<file path="src/rtl/ldpc_pkg.sv">
`default_nettype none
// ============================================================================
//  Module      : ldpc_pkg
//  Description : Definitions shared by the LDPC node-processor datapath blocks
//                (augmented_adder_tree, extrinsic_distributor): the one-hot
//                sequencing states and a constant-foldable clog2 helper.
//  Revision    : 1.0  initial release
// ============================================================================
package ldpc_pkg;

  // One-hot sequencing states shared by the node-processor blocks.
  typedef enum logic [2:0] {
    IDLE = 3'b001,
    EMIT = 3'b010,
    DONE = 3'b100
  } state_e;

  // Ceiling log2, usable in parameter and localparam expressions.
  function automatic int clog2(input int n);
    int r;
    r = 0;
    for (int i = 0; i < 31; i++) begin
      if ((1 << i) < n) r = i + 1;
    end
    return r;
  endfunction

endpackage
`default_nettype wire

</file>
<file path="src/rtl/extrinsic_distributor_sat_sub.sv">
`default_nettype none
// ============================================================================
//  Module      : sat_sub
//  Description : Unsigned subtractor that clamps at zero. Combinational only.
//  Ports       : a_i     - minuend
//                b_i     - subtrahend
//                y_o     - a_i - b_i, or 0 when b_i > a_i
//                uflow_o - high when b_i > a_i
//  Revision    : 1.0  initial release
// ============================================================================
module sat_sub #(
  parameter int W = 8
) (
  input  logic [W-1:0] a_i,
  input  logic [W-1:0] b_i,
  output logic [W-1:0] y_o,
  output logic         uflow_o
);

  assign uflow_o = (b_i > a_i);
  assign y_o     = uflow_o ? '0 : (a_i - b_i);

endmodule
`default_nettype wire

</file>
<file path="src/rtl/extrinsic_distributor.sv">
`default_nettype none
// ============================================================================
//  Module      : extrinsic_distributor
//  Description : Serial extrinsic-message generator. Latches the adder-tree
//                total and the message vector on start, then streams
//                sum - msg[i] (clamped at 0) for i = 0..INPUTS_NUM-1 over a
//                valid/ready handshake, and pulses done after the last
//                transfer. Underflow on any accepted transfer sets a sticky
//                err flag that is cleared by reset or the next start.
//  Ports       : clk, rst_n (async, active-low)
//                start      - load request, honoured only in IDLE
//                sum_in     - adder-tree total
//                input_data - packed message bus, msg i at [i*WIDTH +: WIDTH]
//                out_data / out_index / out_valid / out_ready - output stream
//                busy       - high in EMIT and DONE
//                done       - one-cycle pulse after the final transfer
//                err        - sticky underflow flag
//  Revision    : 1.0  initial release
// ============================================================================
module extrinsic_distributor
  import ldpc_pkg::*;
#(
  parameter  int WIDTH      = 5,
  parameter  int INPUTS_NUM = 8,
  localparam int STAGES     = clog2(INPUTS_NUM),
  localparam int IDX_W      = (clog2(INPUTS_NUM) < 1) ? 1 : clog2(INPUTS_NUM)
) (
  input  logic                        clk,
  input  logic                        rst_n,
  input  logic                        start,
  input  logic [WIDTH+STAGES-1:0]     sum_in,
  input  logic [INPUTS_NUM*WIDTH-1:0] input_data,
  output logic [WIDTH+STAGES-1:0]     out_data,
  output logic [IDX_W-1:0]            out_index,
  output logic                        out_valid,
  input  logic                        out_ready,
  output logic                        busy,
  output logic                        done,
  output logic                        err
);

  localparam int              SW       = WIDTH + STAGES;
  localparam logic [IDX_W-1:0] LAST_IDX = IDX_W'(INPUTS_NUM - 1);

  state_e           state_q;
  logic [IDX_W-1:0] idx_q;
  logic [IDX_W-1:0] idx_d;
  logic [SW-1:0]    sum_q;
  logic [WIDTH-1:0] msg_q [INPUTS_NUM];
  logic             uflow_q;   // underflow status of the value on out_data

  logic [SW-1:0]    sub_a;
  logic [SW-1:0]    sub_b;
  logic [SW-1:0]    sub_y;
  logic             sub_uflow;

  // The outputs are registered, so the subtractor always works one value
  // ahead: in IDLE it prepares entry 0 straight from the input bus, in EMIT
  // it prepares the entry after the one currently presented.
  always_comb begin
    idx_d = idx_q + IDX_W'(1);
    sub_a = sum_q;
    sub_b = '0;
    if (state_q == IDLE) begin
      sub_a = sum_in;
      sub_b = SW'(input_data[WIDTH-1:0]);
    end else begin
      // Explicit compare keeps the select in range for non-power-of-two sizes.
      for (int i = 0; i < INPUTS_NUM; i++) begin
        if (idx_d == IDX_W'(i)) sub_b = SW'(msg_q[i]);
      end
    end
  end

  sat_sub #(
    .W (SW)
  ) u_sat_sub (
    .a_i     (sub_a),
    .b_i     (sub_b),
    .y_o     (sub_y),
    .uflow_o (sub_uflow)
  );

  always_ff @(posedge clk or negedge rst_n) begin
    if (!rst_n) begin
      state_q   <= IDLE;
      idx_q     <= '0;
      sum_q     <= '0;
      for (int i = 0; i < INPUTS_NUM; i++) msg_q[i] <= '0;
      uflow_q   <= 1'b0;
      out_data  <= '0;
      out_index <= '0;
      out_valid <= 1'b0;
      busy      <= 1'b0;
      done      <= 1'b0;
      err       <= 1'b0;
    end else begin
      done <= 1'b0;
      case (state_q)
        IDLE: begin
          if (start) begin
            sum_q <= sum_in;
            for (int i = 0; i < INPUTS_NUM; i++) msg_q[i] <= input_data[i*WIDTH +: WIDTH];
            idx_q     <= '0;
            err       <= 1'b0;
            out_data  <= sub_y;
            uflow_q   <= sub_uflow;
            out_index <= '0;
            out_valid <= 1'b1;
            busy      <= 1'b1;
            state_q   <= EMIT;
          end
        end
        EMIT: begin
          if (out_ready) begin
            if (uflow_q) err <= 1'b1;
            if (idx_q == LAST_IDX) begin
              out_valid <= 1'b0;
              out_data  <= '0;
              out_index <= '0;
              uflow_q   <= 1'b0;
              done      <= 1'b1;
              state_q   <= DONE;
            end else begin
              idx_q     <= idx_d;
              out_index <= idx_d;
              out_data  <= sub_y;
              uflow_q   <= sub_uflow;
            end
          end
        end
        DONE: begin
          busy    <= 1'b0;
          state_q <= IDLE;
        end
        default: begin
          state_q   <= IDLE;
          out_valid <= 1'b0;
          out_data  <= '0;
          out_index <= '0;
          busy      <= 1'b0;
        end
      endcase
    end
  end

endmodule
`default_nettype wire
</file>
<file path="config.mk">
export PLATFORM = sky130hd
export DESIGN_NAME = extrinsic_distributor
export DESIGN_NICKNAME = d
export VERILOG_FILES = /design/src/rtl/ldpc_pkg.sv /design/src/rtl/extrinsic_distributor_sat_sub.sv /design/src/rtl/extrinsic_distributor.sv
export SDC_FILE = /design/constraint.sdc
export NUM_CORES = 1
export LEC_CHECK = 0
export CAP_MARGIN = 20
export CORE_MARGIN = 10
export CORE_UTILIZATION = 40
export CTS_BUF_LIST = sky130_fd_sc_hd__clkbuf_4
export DETAILED_ROUTE_END_ITERATION = 10
export PLACE_DENSITY = 0.67
export SYNTH_ARGS = -nofsm -noshare
export SYNTH_HDL_FRONTEND = slang
export SYNTH_SLANG_ARGS = --single-unit
</file>
<file path="constraint.sdc">
create_clock -name clk -period 4.5 [get_ports clk]
set_input_delay 0.9 -clock clk [delete_from_list [all_inputs] [get_ports clk]]
set_output_delay 0.9 -clock clk [all_outputs]
set_load 0.1 [all_outputs]
</file>
# Yosys cells after proc, flatten, opt, wreduce, memory -nomap -nowiden
# Cells that the tools add are included.
# totals
reg_bits	70
inputBits	52
out_inout_bits	15
wordCells	91
# op_classes
add_sub_neg	2
order_cmp	1
n_eq_ne	16
n_mux	42
bitwise	2
reduce_logical	10
# ops
cell	n
8-bit two-way mux	13
3-bit two-way mux	8
8-bit case mux with 3 select lines	1
3-bit == test, second input constant	6
1-bit two-way mux	12
3-bit case mux with 2 select lines	2
4-bit AND reduction	3
2-bit inequality test, second input constant	5
3-bit by 2-bit == test with 1-bit output, second input constant	3
3-bit case mux with 3 select lines	1
3-bit AND reduction	3
8-bit > comparator	1
8-bit subtractor	1
3-bit by 1-bit == test with 1-bit output, second input constant	2
1-bit case mux with 2 select lines	3
5-bit two-way mux	1
2-bit AND reduction	2
3-bit by 1-bit adder with 3-bit output, second input constant	1
3-bit logical NOT	1
1-bit case mux with 3 select lines	1
1-bit NOT	2
2-bit nonzero test	1

# Depth between registers and ports, before layout
# Gate-level depths: netlist (run 1).
# logic_depth
word_depth	16
depth_mapped	16
ltp_nobuf	15

# Cells and area by module
# Synthesis (run 1) repeated with hierarchy kept, for this count alone.
# hier_totals
hier_cells	408
hier_area_um2	4041.4
# by_module_without_submodules
mod	instances	cells_per_inst	area_each_um2	seq_area_each_um2
extrinsic_distributor	1	346	3607.2	1752.9
sat_sub	1	62	434.2	0.0

# Worst setup path after synthesis (run 1)
# Ideal clock, no wire load.
# synth_timing
path_type	reg2reg
from	register idx_q[0]
to	register out_data[1]
arrival_ns	3.190
slack_ns	1.188
path_stages_with_launch	16
n_path_buf	1
path_cell_list	dfrtp_1 ha_1 ha_1 clkbuf_1 nand2_1 o221ai_1 a22o_1 a21oi_1 ha_1 inv_1 fa_1 a211oi_1 nor2_1 nor3b_4 nor2_2 a22o_1
# synth_between
elab_chain_len	16
elab_cells_between_ends	26
# synth_rtl
element	line	text
start, declared	extrinsic_distributor.sv:46	logic [IDX_W-1:0] idx_q;
start signal, assigned	extrinsic_distributor.sv:125	idx_q <= idx_d;
3-bit by 1-bit adder with 3-bit output	extrinsic_distributor.sv:61	idx_d = idx_q + IDX_W'(1);
3-bit logical NOT	extrinsic_distributor.sv:70	if (idx_d == IDX_W'(i)) sub_b = SW'(msg_q[i]);
5-bit two-way mux	extrinsic_distributor.sv:70	
8-bit two-way mux (7 in series)	extrinsic_distributor.sv:70	
8-bit two-way mux	extrinsic_distributor.sv:64	if (state_q == IDLE) begin
8-bit subtractor or 8-bit > comparator (tied branches)	extrinsic_distributor_sat_sub.sv:21, extrinsic_distributor_sat_sub.sv:20	
8-bit two-way mux	extrinsic_distributor_sat_sub.sv:21	assign y_o = uflow_o ? '0 : (a_i - b_i);
8-bit two-way mux	extrinsic_distributor.sv:117	if (idx_q == LAST_IDX) begin
8-bit two-way mux	extrinsic_distributor.sv:115	if (out_ready) begin
8-bit case mux with 3 select lines *	extrinsic_distributor.sv:99	case (state_q)
end signal, assigned	extrinsic_distributor.sv:106	out_data <= sub_y;
end signal, assigned	extrinsic_distributor.sv:127	out_data <= sub_y;
end, declared	extrinsic_distributor.sv:33	output logic [WIDTH+STAGES-1:0] out_data,
# Every way passes the cells marked *; elsewhere a longest branch is shown, timed or not. The select of a mux whose other input is x is not followed.
# A chain may end at the register's enable or synchronous reset.

# Final worst setup path (run 1)
# layout_timing
from	register idx_q[0]
to	register out_data[5]
# The elaborated chain is that of the path after synthesis.

==> out/qor.yml, run 1 <==
status:
  outcome: "finished clean"
clock_network:
  cts_hold_buf: 0
  postCtsSetupRepairBufs: 0
  cts-root-buf: "clkbuf_4"
  clockBufferDepth: 2
  cts_buffers: 9
  cts_tree: "done"
  cts_resized: 0
  cts.clk_slew.worst_paths_ps: 120
  insertion_delay_ps: 410
  clkSinkCount: 70
  htree_levels: 3
timing:
  fmax_mhz: 253
  rsz0062_at_grt: "no"
  finalMaxSlewViolations: 0
  clock_skew_ps: 18.9
  tightest_slew_ps: 1020
  slew_headroom_pct: 32.0
  period_share_pct: 87.8
  finalWorstSetupSlack_ps: 550
  setup_viol: 0
  fin_hold_ws_ps: 484
  finalHoldViolCount: 0
  fin_tns_setup_ps: 0
  period_needed_ps: 3950
synth:
  synth_area_um2: 3670
  synth_warnings: 0
  yosys_register_bits: 70
  ys_seq_area_share_pct: 47.7
  synth_fp_nets: 509
  ys_types: 43
  postSynthAreaPerCell_um2: 8.27
  syn_inst: 444
die:
  die-area_um2: 13400
  coreArea_um2: 8850
  die_w_um: 116
  initial_utilization_pct: 41.5
  die_y_um: 116
  fp-row-count: 34
  ios: 67
worst_setup_path:
  cp-start-kind: "register"
  path_class: "register to register"
  reg2reg_to: "out_data[5]"
  ff2ff_setup_slack_ps: 550
  rr_startpoint: "idx_q[0]"
  required_ps: 4790
  cp-end-kind: "register"
  arrival_ps: 4240
  path_max_fanout: 20
  rr_worst_depth: 15
placed_design:
  place_area_um2: 4380
  dp_slack_ps: 599
  gp_congestion: 0.828
  io_buffer_count: 66
  detailed_place_hpwl_mm: 6.78
drt:
  wl_per_cell_um: 15.0
  drtIter0Drc: 205
  viasPerCell: 5.07
  drc_errors: 0
  dr.pass1.iters: 4
  ant_nets: 0
  wirelength_mm: 9.19
  route.vias.total: 3097
cells_and_area:
  layout-drive-gt1-share_pct: 4.37
  finalNetCount: 564
  fin_area_um2: 4470
  area_growth_pct: 21.8
  diodes: 0
grt:
  antenna_found_initial: 0
  overflow: 0
  grt_pass1_wl_mm: 15.3
  grt_max_degree: 59
  grt.total_usage_pct: 14.1
  first_global_vias: 3258
pwr:
  power.leakage_uw: 0.00214
  cellPowerDensity_nw_per_um2: 713
  ir_worst_vdd_mv: 0.284
  finalPower_uw: 3190
job:
  maxCapViolations: 0
min_path:
  hold_end: "sum_q[0]"
  min_path_cells: 2
  hp-class: "register to register"
  holdCritStartpoint: "sum_q[0]"
-- placed cells by master (no fill, tap or decap), types with 4 or more instances in the layout --
| cell type | netlist | layout |
|---|---|---|
| a21oi_1 | 19 | 19 |
| a22o_1 | 8 | 8 |
| a32oi_1 | 5 | 5 |
| and3_1 | 5 | 5 |
| clkbuf_4 | 0 | 9 |
| clkdlybuf4s50_1 | 0 | 65 |
| clkinv_1 | 0 | 4 |
| dfrtp_1 | 69 | 69 |
| ha_1 | 12 | 12 |
| inv_1 | 14 | 14 |
| nand2_1 | 182 | 181 |
| nand3_1 | 5 | 5 |
| nor2_1 | 14 | 14 |
| nor2b_1 | 5 | 5 |
| nor3_1 | 6 | 6 |
| o21ai_0 | 16 | 16 |
| o21ai_1 | 13 | 13 |
| o221ai_1 | 5 | 5 |
| o22ai_1 | 4 | 4 |
-- flip-flops by register name (all words and copies together) (netlist names) --
signal / count
err: 1
out_index: 3
uflow_q: 1
out_data: 8
state_q: 3
idx_q: 3
sum_q: 8
done: 1
out_valid: 1
busy: 1
msg_q: 40
-- worst max-delay path, cell delays in order (launching register included) --
cell	delay, ps
dfrtp_1	470
ha_1	250
ha_1	530
nor2b_1	300
and3_1	200
o221ai_1	120
a22o_1	210
a21oi_1	130
ha_1	180
inv_1	60
fa_1	410
a211oi_1	260
nor2_1	140
nor3b_4	260
nor2_2	110
a22o_1	180
-- worst max-delay path by stage --
stage | slack, ps | startpoint | cells after the start | end
after detailed placement | 600 | idx_q[0] | 15 | out_data[6]
after global placement | 760 | idx_q[0] | 15 | out_data[6]
final | 550 | idx_q[0] | 15 | out_data[5]
after CTS | 580 | idx_q[0] | 15 | out_data[6]
after floorplan | 1190 | idx_q[0] | 15 | out_data[1]
after global routing | 230 | idx_q[0] | 15 | out_data[2]
-- per-layer routing --
metal,vias to the layer above,GRT usage [%],wire [um]
met2,79,22.6,4230
met4,0,4.50,52
met5,-,0,0
met3,4,4.44,530
li1,1586,-,-
met1,1428,17.7,4380
-- stage by stage --
stage          std cells  util [%]
6_report             611      50.6
3_3_place_gp         596      49.4
4_1_cts              611      50.6
2_1_floorplan        444         -
3_5_place_dp         596      49.4
5_1_grt              611      50.6
-- Yosys cell counts --
library cell	number	share of area (%)
nor3b_2	1	0.34
nor2_1	14	1.4
o22ai_1	4	0.68
mux2i_4	1	0.61
nor3b_4	1	0.51
dfrtp_1	69	47
xnor2_1	1	0.24
nand3b_1	3	0.61
o2111ai_1	1	0.24
mux2i_1	3	0.82
a21o_1	2	0.41
a22oi_1	3	0.61
o221ai_1	5	1.2
clkbuf_1	17	1.7
a21oi_1	19	2.6
nand3_1	5	0.68
dfstp_2	1	0.72
buf_2	4	0.55
fa_1	1	0.55
nand2_1	182	19
a32oi_1	5	1.2
and3_1	5	0.85
inv_1	14	1.4
o2bb2ai_1	1	0.24
o31ai_1	1	0.20
xor2_1	3	0.72
o21ai_1	13	1.8
o21ai_0	16	2.2
and2_0	1	0.17
ha_1	12	4.1
or3b_1	2	0.48
nor2b_1	5	0.85
nand2b_1	2	0.34
nor3_1	6	0.82
a22o_1	8	1.9
and2_1	1	0.17
o32ai_1	1	0.24
nor2_2	1	0.17
o21a_1	3	0.61
buf_1	2	0.20
a211oi_1	2	0.41
nor3b_1	1	0.20
buf_6	2	0.61
-- where the power goes --
group | switching (uW) | internal (uW)
registers | 158 | 897
logic | 1140 | 673
clock network | 218 | 103
-- cell type report --
| class | instances | area, um^2 |
|---|---|---|
| clock buffers | 9 | 67.6 |
| clock inverters | 6 | 30.0 |
| fillers | 870 | 4380 |
| inverters | 14 | 52.6 |
| multi-input cells | 335 | 1760 |
| flip-flops and latches | 70 | 1750 |
| well taps | 108 | 135 |
| repair buffers | 69 | 678 |
-- kinds of logic after synthesis --
| family | after synthesis | share of synthesized area, % |
|---|---|---|
| compound gates | 84 | 14.5 |
| mux | 4 | 1.43 |
| buf+inv | 39 | 4.53 |
| simple gates | 230 | 26.2 |
| flops | 70 | 47.7 |
| fa+ha+maj | 13 | 4.63 |
| xor+xnor | 4 | 0.954 |
(Power assumes the default switching activity.)
==> inputs of run 2 (changes only) <==
--- a/config.mk
+++ b/config.mk
@@ -10,7 +10,7 @@
 export CORE_UTILIZATION = 40
 export CTS_BUF_LIST = sky130_fd_sc_hd__clkbuf_4
 export DETAILED_ROUTE_END_ITERATION = 10
-export PLACE_DENSITY = 0.67
+export PLACE_DENSITY = 0.71
 export SYNTH_ARGS = -nofsm -noshare
 export SYNTH_HDL_FRONTEND = slang
 export SYNTH_SLANG_ARGS = --single-unit
==> run 2 against run 1 <==
- clock power grew 24%
- critical path depth is the same
- design area grew 0.73%
- largest cell class unchanged
- combinational power about the same
- routed wire length decreased by 0.96%
- cell count increased by 0.16%
- via count increased by 4.1%
- sequential cell count did not move
- highest routed layer unchanged
- clock skew fell by 5.4 ps
==> out/qor.yml, run 2 (same netlist as run 1, synthesis figures left out) <==
clock_network:
  postCtsSetupRepairBufs: 0
  cts_tree: "done"
  cts_buffers: 9
  clockBufferDepth: 2
  htree_levels: 3
  clkSinkCount: 70
  insertion_delay_ps: 410
  cts_hold_buf: 0
  cts.clk_slew.worst_paths_ps: 120
  cts_resized: 0
  cts-root-buf: "clkbuf_4"
die:
  die-area_um2: 13400
  initial_utilization_pct: 41.5
  die_w_um: 116
  die_y_um: 116
  ios: 67
  coreArea_um2: 8850
  fp-row-count: 34
timing:
  period_needed_ps: 3900
  setup_viol: 0
  tightest_slew_ps: 1040
  slew_headroom_pct: 30.6
  fmax_mhz: 256
  period_share_pct: 86.8
  finalWorstSetupSlack_ps: 595
  finalHoldViolCount: 0
  rsz0062_at_grt: "no"
  fin_tns_setup_ps: 0
  clock_skew_ps: 13.6
  finalMaxSlewViolations: 0
grt:
  overflow: 0
  grt_max_degree: 59
  grt.total_usage_pct: 13.8
  antenna_found_initial: 0
  first_global_vias: 3191
  grt_pass1_wl_mm: 15.1
min_path:
  hp-class: "register to register"
  hold_end: "msg_q[10]"
  min_path_cells: 2
  holdCritStartpoint: "msg_q[10]"
pwr:
  combPwrFrac_pct: 55.6
  power_switching_uw: 1530
  pwr-share-clk_pct: 12.2
  power.leakage_uw: 0.00216
  intPower_uw: 1750
  seq_power_share_pct: 32.3
  swShare_pct: 46.6
  cellPowerDensity_nw_per_um2: 727
  ir_worst_vdd_mv: 0.278
worst_setup_path:
  cp-start-kind: "register"
  arrival_ps: 4210
  reg2reg_to: "out_data[2]"
  ff2ff_setup_slack_ps: 600
  path_class: "register to register"
  path_max_fanout: 20
  required_ps: 4810
  rr_startpoint: "idx_q[0]"
  cp-end-kind: "register"
  rr_worst_depth: 15
drt:
  drtIter0Drc: 259
  ant_nets: 0
  dr.pass1.iters: 7
  viasPerCell: 5.27
  drc_errors: 0
  wl_per_cell_um: 14.9
  wirelength_mm: 9.10
  route.vias.total: 3225
cells_and_area:
  top_regs: "msg_q: 40 flops, out_data: 8 flops, sum_q: 8 flops"
  multiInputGateArea_um2: 1750
  area_growth_pct: 22.7
  final_util_pct: 50.9
  final_common_cell: "nand2_1"
  nFillCells: 865
  finalNetCount: 564
  layout-drive-gt1-share_pct: 4.76
  diodes: 0
  regMostFlops: "msg_q"
  register_area_um2: 1750
  mostFrequentLayoutCells: "nand2_1 (182), dfrtp_1 (69), clkdlybuf4s50_1 (65)"
  largest_reg_flops: 40
job:
  maxCapViolations: 0
status:
  outcome: "finished clean"
placed_design:
  gp_congestion: 0.902
  detailed_place_hpwl_mm: 6.83
  dp_slack_ps: 624
  io_buffer_count: 66
[run 2: worst max-delay path by stage]
| stage | start | slack (ps) | depth (start not counted) | to |
|---|---|---|---|---|
| floorplan | idx_q[0] | 1190 | 15 | out_data[1] |
| global placement | idx_q[0] | 780 | 15 | out_data[5] |
| detailed placement | idx_q[0] | 620 | 15 | out_data[2] |
| CTS | idx_q[0] | 590 | 15 | out_data[5] |
| global route | idx_q[0] | 230 | 15 | out_data[6] |
| finish | idx_q[0] | 600 | 15 | out_data[2] |
[run 2: worst max-delay path: stages, from the launching register on]
cell and delay [ps]:
dfrtp_1 470, ha_1 260, ha_1 520, nor2b_1 300
and3_1 190, o221ai_1 120, a22o_1 200, a21oi_1 140
ha_1 180, inv_1 50, fa_1 420, a211oi_1 260
nor2_1 140, nor3b_4 250, nor2_2 110, a22o_1 200
[run 2: layout make-up]
class                   instances  share of cell area [%]
clock buffers                  11                    1.83
well taps                     108                    3.00
repair buffers                 69                    15.1
multi-input cells             335                    38.9
clock inverters                 5                    1.11
flip-flops and latches         70                    38.9
inverters                      14                    1.17
[run 2: power groups by stage]
stage,clock [uW],combinational [uW],sequential (uW)
after floorplan,0,1180,1260
after global placement,0,1790,1060
after detailed placement,0,1820,1070
after CTS,407,1820,1060
after global routing,439,2040,1090
final,399,1820,1060
[run 2: metal layers]
metal	GRT usage, %	wire length, um
met5	0	0
met4	5.42	171
met3	4.03	629
met2	21.4	4080
met1	17.9	4220
[run 2: through the flow]
step                      instances  hold slack, ps  area [um^2]  total power, uW
after CTS                       612             486         4510             3290
final                           612             483         4510             3280
after floorplan                 444             437         3670             2440
after global placement          596             457         4370             2850
after detailed placement        596             461         4370             2890
after global routing            612             499         4510             3570
